## config.mk

```make
export PLATFORM = sky130hd
export DESIGN_NAME = uart_mvm_core
export DESIGN_NICKNAME = d
export VERILOG_FILES = /design/src/rtl/mvm_pkg.sv /design/src/rtl/mvm_mac.sv /design/src/rtl/uart_mvm_core.sv
export SDC_FILE = /design/constraint.sdc
export NUM_CORES = 1
export LEC_CHECK = 0
export ABC_CLOCK_PERIOD_IN_PS = 8000
export CAP_MARGIN = 20
export CORE_MARGIN = 10
export CORE_UTILIZATION = 30
export CTS_CLUSTER_DIAMETER = 80
export CTS_CLUSTER_SIZE = 24
export DETAILED_ROUTE_END_ITERATION = 6
export GPL_TIMING_DRIVEN = 0
export MAX_ROUTING_LAYER = met4
export PLACE_DENSITY_LB_ADDON = 0.08
export SETUP_SLACK_MARGIN = 0.1
export SLEW_MARGIN = 20
export SYNTH_ARGS = -nofsm -noshare
export SYNTH_HDL_FRONTEND = slang
export SYNTH_SLANG_ARGS = --single-unit
```

## constraint.sdc

```tcl
create_clock -name clk -period 8 [get_ports clk]
set_clock_uncertainty 0.2 [all_clocks]
set_input_delay 1.6 -clock clk [delete_from_list [all_inputs] [get_ports clk]]
set_output_delay 1.6 -clock clk [all_outputs]
set_load 0.05 [all_outputs]
```

## src/rtl/mvm_pkg.sv

```systemverilog
// Shared types and width/offset helpers for the matrix-vector multiply stage.
// Combinational helpers only, no latency.
// No flow control here; the core and bench use these for slicing packed words.
package mvm_pkg;

    typedef enum logic [1:0] {
        IDLE = 2'd0,
        CALC = 2'd1,
        OUT  = 2'd2
    } state_t;

    // Packed input word width: all K elements above all x elements.
    function automatic int calc_w_in(input int rows, input int cols, input int wk, input int wx);
        return rows * cols * wk + cols * wx;
    endfunction

    // Result width: full product plus growth for summing cols products.
    function automatic int calc_w_y(input int wk, input int wx, input int cols);
        return wk + wx + $clog2(cols);
    endfunction

    // Bit offset of x[c] inside the packed input word.
    function automatic int x_off(input int c, input int wx);
        return c * wx;
    endfunction

    // Bit offset of K[r][c] inside the packed input word.
    function automatic int k_off(input int r, input int c, input int cols, input int wk, input int wx);
        return cols * wx + (r * cols + c) * wk;
    endfunction

endpackage

```

## src/rtl/mvm_mac.sv

```systemverilog
// Signed multiply-add: acc_out = acc_in + k_el * x_el, full precision.
// Purely combinational, zero latency.
// No flow control; the caller time-multiplexes one instance across all MACs.
module mvm_mac #(
    parameter int W_K = 4,
    parameter int W_X = 4,
    parameter int W_Y = 9
) (
    input  logic signed [W_K-1:0] k_el,
    input  logic signed [W_X-1:0] x_el,
    input  logic signed [W_Y-1:0] acc_in,
    output logic signed [W_Y-1:0] acc_out
);

    localparam int W_P = W_K + W_X;

    logic signed [W_P-1:0] k_ext;
    logic signed [W_P-1:0] x_ext;
    logic signed [W_P-1:0] prod;

    // Widen both operands first so the product is computed at full precision.
    assign k_ext   = W_P'(k_el);
    assign x_ext   = W_P'(x_el);
    assign prod    = k_ext * x_ext;
    assign acc_out = acc_in + W_Y'(prod);

endmodule

```

## src/rtl/uart_mvm_core.sv

```systemverilog
// Computes y = K*x from one packed word, one MAC per cycle, R results out together.
// m_valid rises R*C edges after the accepting edge; next word accepted after the handshake.
// Input cannot stall the source: words arriving outside IDLE are dropped and flag overflow.
module uart_mvm_core
    import mvm_pkg::*;
#(
    parameter int R   = 2,
    parameter int C   = 2,
    parameter int W_K = 4,
    parameter int W_X = 4
) (
    input  logic                                   clk,
    input  logic                                   rst,
    input  logic                                   s_valid,
    input  logic [calc_w_in(R, C, W_K, W_X)-1:0]   s_data,
    output logic                                   s_ready,
    output logic                                   m_valid,
    input  logic                                   m_ready,
    output logic [R*calc_w_y(W_K, W_X, C)-1:0]     m_data,
    output logic                                   overflow
);

    localparam int W_IN = calc_w_in(R, C, W_K, W_X);
    localparam int W_Y  = calc_w_y(W_K, W_X, C);
    localparam int RW   = (R > 1) ? $clog2(R) : 1;
    localparam int CW   = (C > 1) ? $clog2(C) : 1;
    localparam logic [RW-1:0] R_LAST = RW'(R - 1);
    localparam logic [CW-1:0] C_LAST = CW'(C - 1);

    state_t                 state_q;
    state_t                 state_d;
    logic [W_IN-1:0]        op_q;
    logic [RW-1:0]          r_idx;
    logic [CW-1:0]          c_idx;
    logic signed [W_Y-1:0]  acc_q [R];
    logic signed [W_Y-1:0]  mac_sum;
    logic                   last_mac;

    logic signed [W_K-1:0]  k_arr [R][C];
    logic signed [W_X-1:0]  x_arr [C];

    // Unpack the latched operand word into element views.
    for (genvar gc = 0; gc < C; gc++) begin : g_x
        assign x_arr[gc] = op_q[x_off(gc, W_X) +: W_X];
        for (genvar gr = 0; gr < R; gr++) begin : g_k
            assign k_arr[gr][gc] = op_q[k_off(gr, gc, C, W_K, W_X) +: W_K];
        end
    end

    mvm_mac #(
        .W_K (W_K),
        .W_X (W_X),
        .W_Y (W_Y)
    ) u_mac (
        .k_el    (k_arr[r_idx][c_idx]),
        .x_el    (x_arr[c_idx]),
        .acc_in  (acc_q[r_idx]),
        .acc_out (mac_sum)
    );

    assign last_mac = (r_idx == R_LAST) && (c_idx == C_LAST);
    assign s_ready  = (state_q == IDLE);
    assign m_valid  = (state_q == OUT);

    // State register.
    always_ff @(posedge clk) begin
        if (rst) begin
            state_q <= IDLE;
        end else begin
            state_q <= state_d;
        end
    end

    // Next-state: accept in IDLE, leave CALC after the last MAC, leave OUT on handshake.
    always_comb begin
        state_d = state_q;
        case (state_q)
            IDLE:    if (s_valid)  state_d = CALC;
            CALC:    if (last_mac) state_d = OUT;
            OUT:     if (m_ready)  state_d = IDLE;
            default: state_d = IDLE;
        endcase
    end

    // Datapath: operand latch, MAC sequencing, result capture and sticky drop flag.
    always_ff @(posedge clk) begin
        if (rst) begin
            op_q     <= '0;
            r_idx    <= '0;
            c_idx    <= '0;
            m_data   <= '0;
            overflow <= 1'b0;
            for (int i = 0; i < R; i++) begin
                acc_q[i] <= '0;
            end
        end else begin
            if (s_valid && (state_q != IDLE)) begin
                overflow <= 1'b1;
            end
            case (state_q)
                IDLE: begin
                    if (s_valid) begin
                        op_q  <= s_data;
                        r_idx <= '0;
                        c_idx <= '0;
                        for (int i = 0; i < R; i++) begin
                            acc_q[i] <= '0;
                        end
                    end
                end
                CALC: begin
                    acc_q[r_idx] <= mac_sum;
                    if (c_idx == C_LAST) begin
                        c_idx <= '0;
                        r_idx <= r_idx + RW'(1);
                    end else begin
                        c_idx <= c_idx + CW'(1);
                    end
                    // The last row's sum is still in flight on the MAC output.
                    if (last_mac) begin
                        for (int i = 0; i < R; i++) begin
                            m_data[i*W_Y +: W_Y] <= (i == R - 1) ? mac_sum : acc_q[i];
                        end
                    end
                end
                default: begin
                end
            endcase
        end
    end

endmodule

```

**Word-level counts from Yosys, hierarchy flattened**

Memories as Yosys holds them, arrays and structs flattened. A register that Yosys moved wholly into a read port is not among the register bits.
Index checks and enable logic that the tools add are counted.

- $add $sub $neg: 3
- $mul: 1
- Magnitude comparators: 2
- Equality and inequality tests: 6
- Mux-type cells: 34
- Bitwise gates (word level): 4
- Reduce and logical (&&, ||, !) cells: 11

Operator list:

| operator | number |
|---|---|
| 2-to-1 mux 9 bit | 3 |
| 2-to-1 mux 4 bit | 6 |
| 2-to-1 mux 8 bit | 3 |
| 2-to-1 mux 1 bit | 16 |
| adder 9 x 8 -> 9 bit | 1 |
| OR reduction 9 bit | 1 |
| multiplier 4 x 4 -> 8 bit | 1 |
| 2-to-1 mux 2 bit | 3 |
| inequality test 2 bit, second input constant | 3 |
| one-hot mux 2 bit (3 select lines) | 1 |
| AND reduction 2 bit | 3 |
| AND reduction 3 bit | 2 |
| >= comparator 2 bit, second input constant | 2 |
| NOT 1 -> 2 bit | 2 |
| one-hot mux 1 bit (2 select lines) | 2 |
| nonzero test 2 bit | 2 |
| adder 1 bit, second input constant | 2 |
| equality test 2 x 1 -> 1 bit, second input constant | 1 |
| equality test 2 bit, second input constant | 1 |
| logical AND 1 bit | 2 |
| zero test 2 bit | 1 |
| inequality test 2 x 1 -> 1 bit, second input constant | 1 |
| bitwise OR 1 bit | 2 |

- Flip-flop bits (word level): 47
- RAM bits: 18
- Input bits: 28
- Output and inout bits: 21
- Word-level logic and storage cells: 68
- Memories kept: 1

Memory list:

| memory | words | width | rd ports | clocked after Yosys merged registers in | write ports | line | source |
|---|---|---|---|---|---|---|---|
| acc_q | 2 | 9 | 2 | 2 | 2 | uart_mvm_core.sv:35 | `logic signed [W_Y-1:0] acc_q [R];` |

**Longest topological paths before layout**

Gate-level depths: netlist of run 1.

- Depth after elaboration: 10
- Depth in mapped cells: 18
- Mapped depth without buffers: 17

**Hierarchy**

Synthesis of run 1 repeated with hierarchy kept, for this count alone.

- Cells, all modules: 385
- Area total of the unflattened synthesis: 3668.5 µm²

By module, submodules not included:

| module | times used | cells an instance | area an instance (µm²) | seq. area each (µm²) |
|---|---|---|---|---|
| uart_mvm_core | 1 | 277 | 2707.6 | 1501.4 |
| mvm_mac | 1 | 108 | 960.9 | 0.0 |

**Worst setup path before layout of run 1**

No wires, ideal clock.

- Path type: reg-to-reg
- Start point: register c_idx
- End point: memory acc_q[0][7] (data pin)
- Setup time: 0.260 ns
- Data arrival time: 4.076 ns
- Data required time: 7.540 ns
- Slack: 3.464 ns
- Cell stages (with the launch flop): 15
- Path buffers: 1
- Clock period less this slack: 4.536 ns
- Cells stage by stage: dfxtp_1 > buf_2 > mux4_2 > or2_2 > fa_1 > fa_1 > fa_1 > inv_1 > ha_1 > a21o_1 > a21oi_1 > o21bai_1 > a21oi_1 > xor2_1 > nor2_1

RTL lines:

| what | line | source |
|---|---|---|
| start, declared | uart_mvm_core.sv:34 | `logic [CW-1:0] c_idx;` |
| start signal, assigned | uart_mvm_core.sv:117 | `c_idx <= c_idx + CW'(1);` |
| end, declared | uart_mvm_core.sv:35 |  |

==> flow_metrics.env, run 1 <==
export IMPL_antenna_left=0
export IMPL_required_ns=7.86
export IMPL_via_per_inst=4.56
export IMPL_syn_nets=450
export IMPL_drc=0
export IMPL_cts_resized=0
export IMPL_wl_mm=8.45
export IMPL_diodes=0
export IMPL_synthMuxAreaShare=0.0669
export IMPL_initial_core_util=0.310
export IMPL_slowest_delay_ns=0.61
export IMPL_slowest_stage="fa_1"
export IMPL_grt_pass1_wl_mm=14.3
export IMPL_grt_pass1_vias=2960
export IMPL_synthAdderAreaFrac=0.156
export IMPL_die_x_um=129
export IMPL_internal_power_mw=0.657
export IMPL_cp_arrival_ns=5.02
export IMPL_ys_types=36
export IMPL_leakagePower_nw=1.79
export IMPL_synth_area_per_cell_sq_um=9.23
export IMPL_synth_top_area_frac=0.269
export IMPL_finalNonFillerCells=593
export IMPL_finalSetupViolations=0
export IMPL_fillers=1188
export IMPL_numPortBuffers=47
export IMPL_cts_tree="done"
export IMPL_die_area_sq_mm=0.0167
export IMPL_timing_rr_start="c_idx$_SDFFE_PP0P_"
export IMPL_worstPathMaxFanout=10
export IMPL_clk_latency_ns=0.33
export IMPL_combPwrFrac=0.160
export IMPL_worstRegToRegCells=15
export IMPL_final_max_slew_viol_count=0
export IMPL_fin_util=0.391
export IMPL_swShare=0.256
export IMPL_clockBufferDepth=2
export IMPL_grt_overflow_total=0
export IMPL_syn_inst=387
export IMPL_rsz0062_at_grt="false"
export IMPL_critPathMostFrequentCell="fa_1"
export IMPL_core_sq_mm=0.0115
export IMPL_fin_area_sq_mm=0.00451
export IMPL_total_power_mw=0.882
export IMPL_place_area_sq_mm=0.00422
export IMPL_hold_ws_ns=0.249
export IMPL_drtIter0Drc=68
export IMPL_hp_class="flop to flop"
export IMPL_firstDrtPassIters=5
export IMPL_area_growth_pct=26.2
export IMPL_synth_compound_area_frac=0.0985
export IMPL_drv_cap=0
export IMPL_maxUsedRoutingLayer="met4"
export IMPL_cp_endpoint="acc_q[1][7]$_SDFFCE_PN0P_"
export IMPL_hold_viol=0
export IMPL_synth_top_cell_by_area="dfxtp_1"
export IMPL_num_vias=2706
export IMPL_synth_warnings=0
export IMPL_clockRootBuffer="clkbuf_16"
export IMPL_r2r_end="acc_q[1][7]$_SDFFCE_PN0P_"
export IMPL_final_common_cell="nand2_1"
export IMPL_synth_area_sq_mm=0.00357
export IMPL_io_pins=49
export IMPL_startpoint="c_idx$_SDFFE_PP0P_"
export IMPL_finalNetCount=508
export IMPL_hpwl_mm=6.75
export IMPL_period_share=0.645
export IMPL_clkTransAtPathRegs_ns=0.06
export IMPL_antenna_found_initial=0
export IMPL_drive_gt1_frac=0.0822
export IMPL_cts_setup_buffers=0
export IMPL_switchingPower_mw=0.226
export IMPL_seqPwrFrac=0.416
export IMPL_setup_slack_ns=2.84
export IMPL_ctsHoldBuffers=0
export IMPL_track_usage=0.112
export IMPL_synth_top_family_by_area="simple AND/OR/NAND/NOR gates"
export IMPL_final_cell_mix="nand2_1 (82), a21oi_1 (48), dfxtp_1 (48)"
export IMPL_dp_worst_setup_slack_ns=2.77
export IMPL_grt_max_degree=12
export IMPL_wl_met2_mm=4.06
export IMPL_synth_xor_area_frac=0.0256
export IMPL_synthSimpleGateAreaFrac=0.170
export IMPL_tightest_slew_ns=0.909
export IMPL_wl_met3_um=175
export IMPL_critPathKind="flop to flop"
export IMPL_placedCellCount=577
export IMPL_gp_congestion=0.752
export IMPL_clock_sinks=66
export IMPL_die_y_um=129
export IMPL_max_freq_ghz=0.194
export IMPL_numCtsBuffers=9
export IMPL_fin_crit_ns=5.16
export IMPL_setup_tns_final_ns=0
export IMPL_ctsHtreeMaxLevel=3
export IMPL_synth_area_top_cells="dfxtp_1 (27%), edfxtp_1 (15%), fa_1 (9.0%), nand2_1 (8.6%), a21oi_1 (6.7%)"
export IMPL_ys_ff_latch=66
export IMPL_end_kind="flop"
export IMPL_wl_met1_mm=4.12
export IMPL_num_rows=39
export IMPL_maxSlewHeadroom=0.393
export IMPL_peakVddDrop_uv=113
export IMPL_status="completed"
export IMPL_start_kind="flop"
export IMPL_ys_seq_area_frac=0.420
export IMPL_detail_route_wl_per_cell_um=14.2
export IMPL_powerDensity_mw_per_mm2=196
export IMPL_reg2reg_setup_slack_ns=2.84
export IMPL_path_cells="buf_2 -> buf_1 -> mux2i_1 -> nand2b_1 -> fa_1 -> fa_1 -> fa_1 -> inv_1 -> ha_1 -> a21o_1 -> a21oi_1 -> o21bai_1 -> a21oi_1 -> xor2_1 -> nor2_1"
export IMPL_power_share_clock=0.424
==> layer usage <==
| layer | vias up | track usage |
|---|---|---|
| met1 | 1291 | 0.134 |
| met3 | 8 | 0.0241 |
| met4 | 0 | 0.0381 |
| met2 | 34 | 0.182 |
| met5 | - | - |
| li1 | 1373 | - |
==> Yosys cell counts <==
| cell | instances |
|---|---|
| a21o_1 | 1 |
| clkbuf_1 | 11 |
| a311oi_1 | 1 |
| fa_1 | 16 |
| nand3b_1 | 1 |
| nor3b_1 | 1 |
| nor3_1 | 2 |
| buf_6 | 1 |
| o21a_1 | 2 |
| o21bai_1 | 3 |
| inv_1 | 33 |
| buf_4 | 1 |
| a21oi_1 | 48 |
| nand2b_1 | 4 |
| buf_1 | 2 |
| ha_1 | 19 |
| mux2i_1 | 7 |
| xnor3_1 | 1 |
| dfxtp_1 | 48 |
| nand2_1 | 82 |
| o2bb2ai_2 | 1 |
| buf_2 | 6 |
| o21ai_0 | 4 |
| edfxtp_1 | 18 |
| a21boi_0 | 1 |
| mux2_2 | 9 |
| and2_1 | 9 |
| nor2_1 | 30 |
| o31ai_1 | 2 |
| or3_1 | 1 |
| xnor2_1 | 4 |
| nor2b_1 | 10 |
| mux4_2 | 3 |
| xor2_1 | 2 |
| or2_2 | 2 |
| xnor2_2 | 1 |
==> registers in the layout, indices dropped and copies added, names as in the netlist, named ones only <==
register	cells
op_q	24
acc_q	18
r_idx	1
c_idx	1
overflow	1
state_q	2
m_data	18
==> layout make-up <==
type | count | area, sq um | share of cell area
Inverter | 33 | 124 | 0.0275
Clock inverter | 2 | 10.0 | 0.00222
Timing Repair Buffer | 47 | 470 | 0.104
Clock buffer | 14 | 275 | 0.0611
Tap cell | 143 | 179 | 0.0397
Sequential cell | 66 | 1500 | 0.333
Buffer | 21 | 97.6 | 0.0217
Multi-Input combinational cell | 267 | 1850 | 0.410
==> worst min-delay path by stage <==
| stage | start | endpoint | slack [ns] | depth (start not counted) |
|---|---|---|---|---|
| after floorplan | op_q[0]$_SDFFE_PP0P_ | op_q[0]$_SDFFE_PP0P_ | 0.23 | 2 |
| after global placement | overflow$_SDFFE_PP0P_ | overflow$_SDFFE_PP0P_ | 0.24 | 2 |
| after detailed placement | overflow$_SDFFE_PP0P_ | overflow$_SDFFE_PP0P_ | 0.24 | 2 |
| after CTS | overflow$_SDFFE_PP0P_ | overflow$_SDFFE_PP0P_ | 0.25 | 2 |
| after global routing | op_q[6]$_SDFFE_PP0P_ | op_q[6]$_SDFFE_PP0P_ | 0.27 | 2 |
| final | overflow$_SDFFE_PP0P_ | overflow$_SDFFE_PP0P_ | 0.25 | 2 |
==> cell families after synthesis <==
kind of cell | Yosys count
DFF | 66
adders and majority gates | 35
xor gates and xnor gates | 8
and+or+nand+nor | 142
muxes | 19
buffers and inverters | 54
AOI/OAI and AO/OA | 63
==> power by group through the flow <==
stage                     logic, mW  registers [mW]  clock network, mW
after detailed placement      0.145           0.374                  0
after global placement        0.144           0.374                  0
after global routing          0.163           0.368              0.400
after CTS                     0.146           0.367              0.386
after floorplan              0.0975           0.373                  0
final                         0.141           0.367              0.375
==> critical path, delay by kind of cell (launching register included) <==
kind,cells,cell delay (ns)
adders and majority gates,4,1.86
buffers and inverters,3,0.73
xor gates and xnor gates,1,0.46
muxes,1,0.44
DFF,1,0.30
AOI/OAI and AO/OA,4,0.64
and+or+nand+nor,2,0.26
(Power assumes the default switching activity.)
==> run 2: changes to the inputs <==
ABC_CLOCK_PERIOD_IN_PS = 4300   (was 8000)
clock period = 4.3 ns   (was 8 ns; I/O delays follow)
==> run 2 against run 1 <==
Effect of this change: the flow now finishes with violations (negative setup slack); routed wire length up 5.0%; sequential cell count unchanged; sequential share of layout area down 2.1 points; clock power rose by 110%; die area did not move; non-clock buffer count up 8; first-iteration DRC count is 34% higher; clock-buffer cell count shrank 3; total power increased by 100%; sequential power up 86%; worst hold slack improved by 0.0012 ns; largest cell class unchanged.
==> flow_metrics.env, run 2 (same netlist as run 1, synthesis figures left out) <==
export IMPL_status="finished, violations left"
export IMPL_violations="negative setup slack"
export IMPL_finalSetupViolations=6
export IMPL_cts_tree="done"
export IMPL_drc=0
export IMPL_fillers=1216
export IMPL_num_vias=2773
export IMPL_initial_core_util=0.310
export IMPL_clk_latency_ns=0.33
export IMPL_io_pins=49
export IMPL_die_y_um=129
export IMPL_numPortBuffers=47
export IMPL_core_sq_mm=0.0115
export IMPL_detail_route_wl_per_cell_um=14.8
export IMPL_reg_top3="op_q: 24 flops, acc_q: 18 flops, m_data: 18 flops"
export IMPL_multi_input_area_sq_mm=0.00203
export IMPL_final_common_cell="nand2_1"
export IMPL_firstDrtPassIters=4
export IMPL_track_usage=0.115
export IMPL_die_x_um=129
export IMPL_drive_gt1_frac=0.164
export IMPL_hold_depth=2
export IMPL_clock_sinks=66
export IMPL_reg2reg_setup_slack_ns=-0.09
export IMPL_leakagePower_nw=1.89
export IMPL_dp_worst_setup_slack_ns=-0.501
export IMPL_tightest_slew_ns=0.920
export IMPL_grt_pass1_vias=2993
export IMPL_antenna_left=0
export IMPL_finalNetCount=516
export IMPL_drtIter0Drc=91
export IMPL_worstRegToRegCells=15
export IMPL_required_ns=4.30
export IMPL_drv_cap=0
export IMPL_setup_tns_final_ns=-0.345
export IMPL_worstPathMaxFanout=6
export IMPL_holdPathEnd="overflow$_SDFFE_PP0P_"
export IMPL_r2r_end="m_data[16]$_SDFFE_PP0P_"
export IMPL_clockRootBuffer="clkbuf_16"
export IMPL_setup_slack_ns=-0.0920
export IMPL_final_max_slew_viol_count=0
export IMPL_rsz0062_at_grt="true"
export IMPL_antenna_found_initial=0
export IMPL_min_from="overflow$_SDFFE_PP0P_"
export IMPL_critPathKind="flop to flop"
export IMPL_hold_viol=0
export IMPL_seq_area_sq_mm=0.00150
export IMPL_grt_overflow_total=0
export IMPL_hp_class="flop to flop"
export IMPL_max_freq_ghz=0.228
export IMPL_timing_rr_start="c_idx$_SDFFE_PP0P_"
export IMPL_die_area_sq_mm=0.0167
export IMPL_startpoint="c_idx$_SDFFE_PP0P_"
export IMPL_maxSlewHeadroom=0.385
export IMPL_hpwl_mm=6.90
export IMPL_period_share=1.02
export IMPL_start_kind="flop"
export IMPL_peakVddDrop_uv=204
export IMPL_numCtsBuffers=9
export IMPL_grt_pass1_wl_mm=14.8
export IMPL_total_power_mw=1.79
export IMPL_clkTransAtPathRegs_ns=0.06
export IMPL_gp_congestion=0.754
export IMPL_cp_arrival_ns=4.39
export IMPL_clockBufferDepth=2
export IMPL_top_register="op_q"
export IMPL_num_rows=39
export IMPL_largest_reg_flops=24
export IMPL_powerDensity_mw_per_mm2=372
export IMPL_grt_max_degree=13
export IMPL_area_growth_pct=34.6
export IMPL_final_cell_mix="nand2_1 (82), dfxtp_1 (47), clkdlybuf4s50_1 (47)"
export IMPL_wl_mm=8.87
export IMPL_fin_util=0.417
export IMPL_end_kind="flop"
export IMPL_diodes=0
export IMPL_fin_crit_ns=4.39
export IMPL_via_per_inst=4.61
export IMPL_ctsHtreeMaxLevel=3
run 2: changes by cell type in the layout (fill, tap and decap cells not counted), sizes merged:
cell	delta
bufinv	+1
clkbuf	-3
buf	+8
clkinv	+1
inv	+1
run 2: worst max path at each step:
stage,slack [ns],end,cells after the start
6_report,-0.09,m_data[16]$_SDFFE_PP0P_,15
5_1_grt,-0.27,m_data[16]$_SDFFE_PP0P_,15
4_1_cts,-0.17,m_data[16]$_SDFFE_PP0P_,15
3_5_place_dp,-0.50,acc_q[1][6]$_SDFFCE_PN0P_,14
3_3_place_gp,-0.49,acc_q[0][6]$_SDFFCE_PN0P_,14
2_1_floorplan,0.10,acc_q[0][8]$_SDFFCE_PN0P_,14
run 2: repair_timing:
item,in CTS,in global routing
gates resized for setup,26,9
buffers inserted,8,1
pin swaps,10,6
hold buffers,0,0
endpoints found under the setup margin,12,13
run 2: power breakdown:
group          total (mW)  switching [mW]  internal [mW]  leakage, nW
logic               0.325           0.175          0.150         1.13
registers           0.683          0.0142          0.669        0.592
clock network       0.780           0.279          0.501        0.161
total                1.79           0.469           1.32         1.89
run 2: worst max-delay path: stages (launching register included):
cell and delay [ns]:
dfxtp_2 0.32, buf_6 0.12, mux4_2 0.56, or2_4 0.25, fa_1 0.50, fa_1 0.43, fa_2 0.58, inv_2 0.05
ha_4 0.22, a21o_1 0.16, a21oi_2 0.15, o21bai_1 0.09, a21oi_2 0.16, xor2_2 0.21, buf_4 0.18, o31ai_2 0.06
run 2: final cells by class:
type                    instances  share of cell area
clock buffers                  11              0.0549
repair buffers                 55               0.112
multi-input cells             267               0.423
well taps                     143              0.0372
clock inverters                 5              0.0122
flip-flops and latches         66               0.313
inverters                      33              0.0258
plain buffers                  21              0.0224
run 2: per-layer routing:
metal,global-route usage,wire (um)
met5,-,0
met4,0.0341,86
met3,0.0241,163
met2,0.193,4390
met1,0.136,4230
run 2: stage by stage:
step | instances | area, sq um | hold WS, ns
finish | 601 | 4810 | 0.250
global route | 601 | 4810 | 0.270
floorplan | 387 | 3600 | 0.232
detailed placement | 577 | 4250 | 0.246
global placement | 577 | 4250 | 0.243
CTS | 601 | 4760 | 0.256
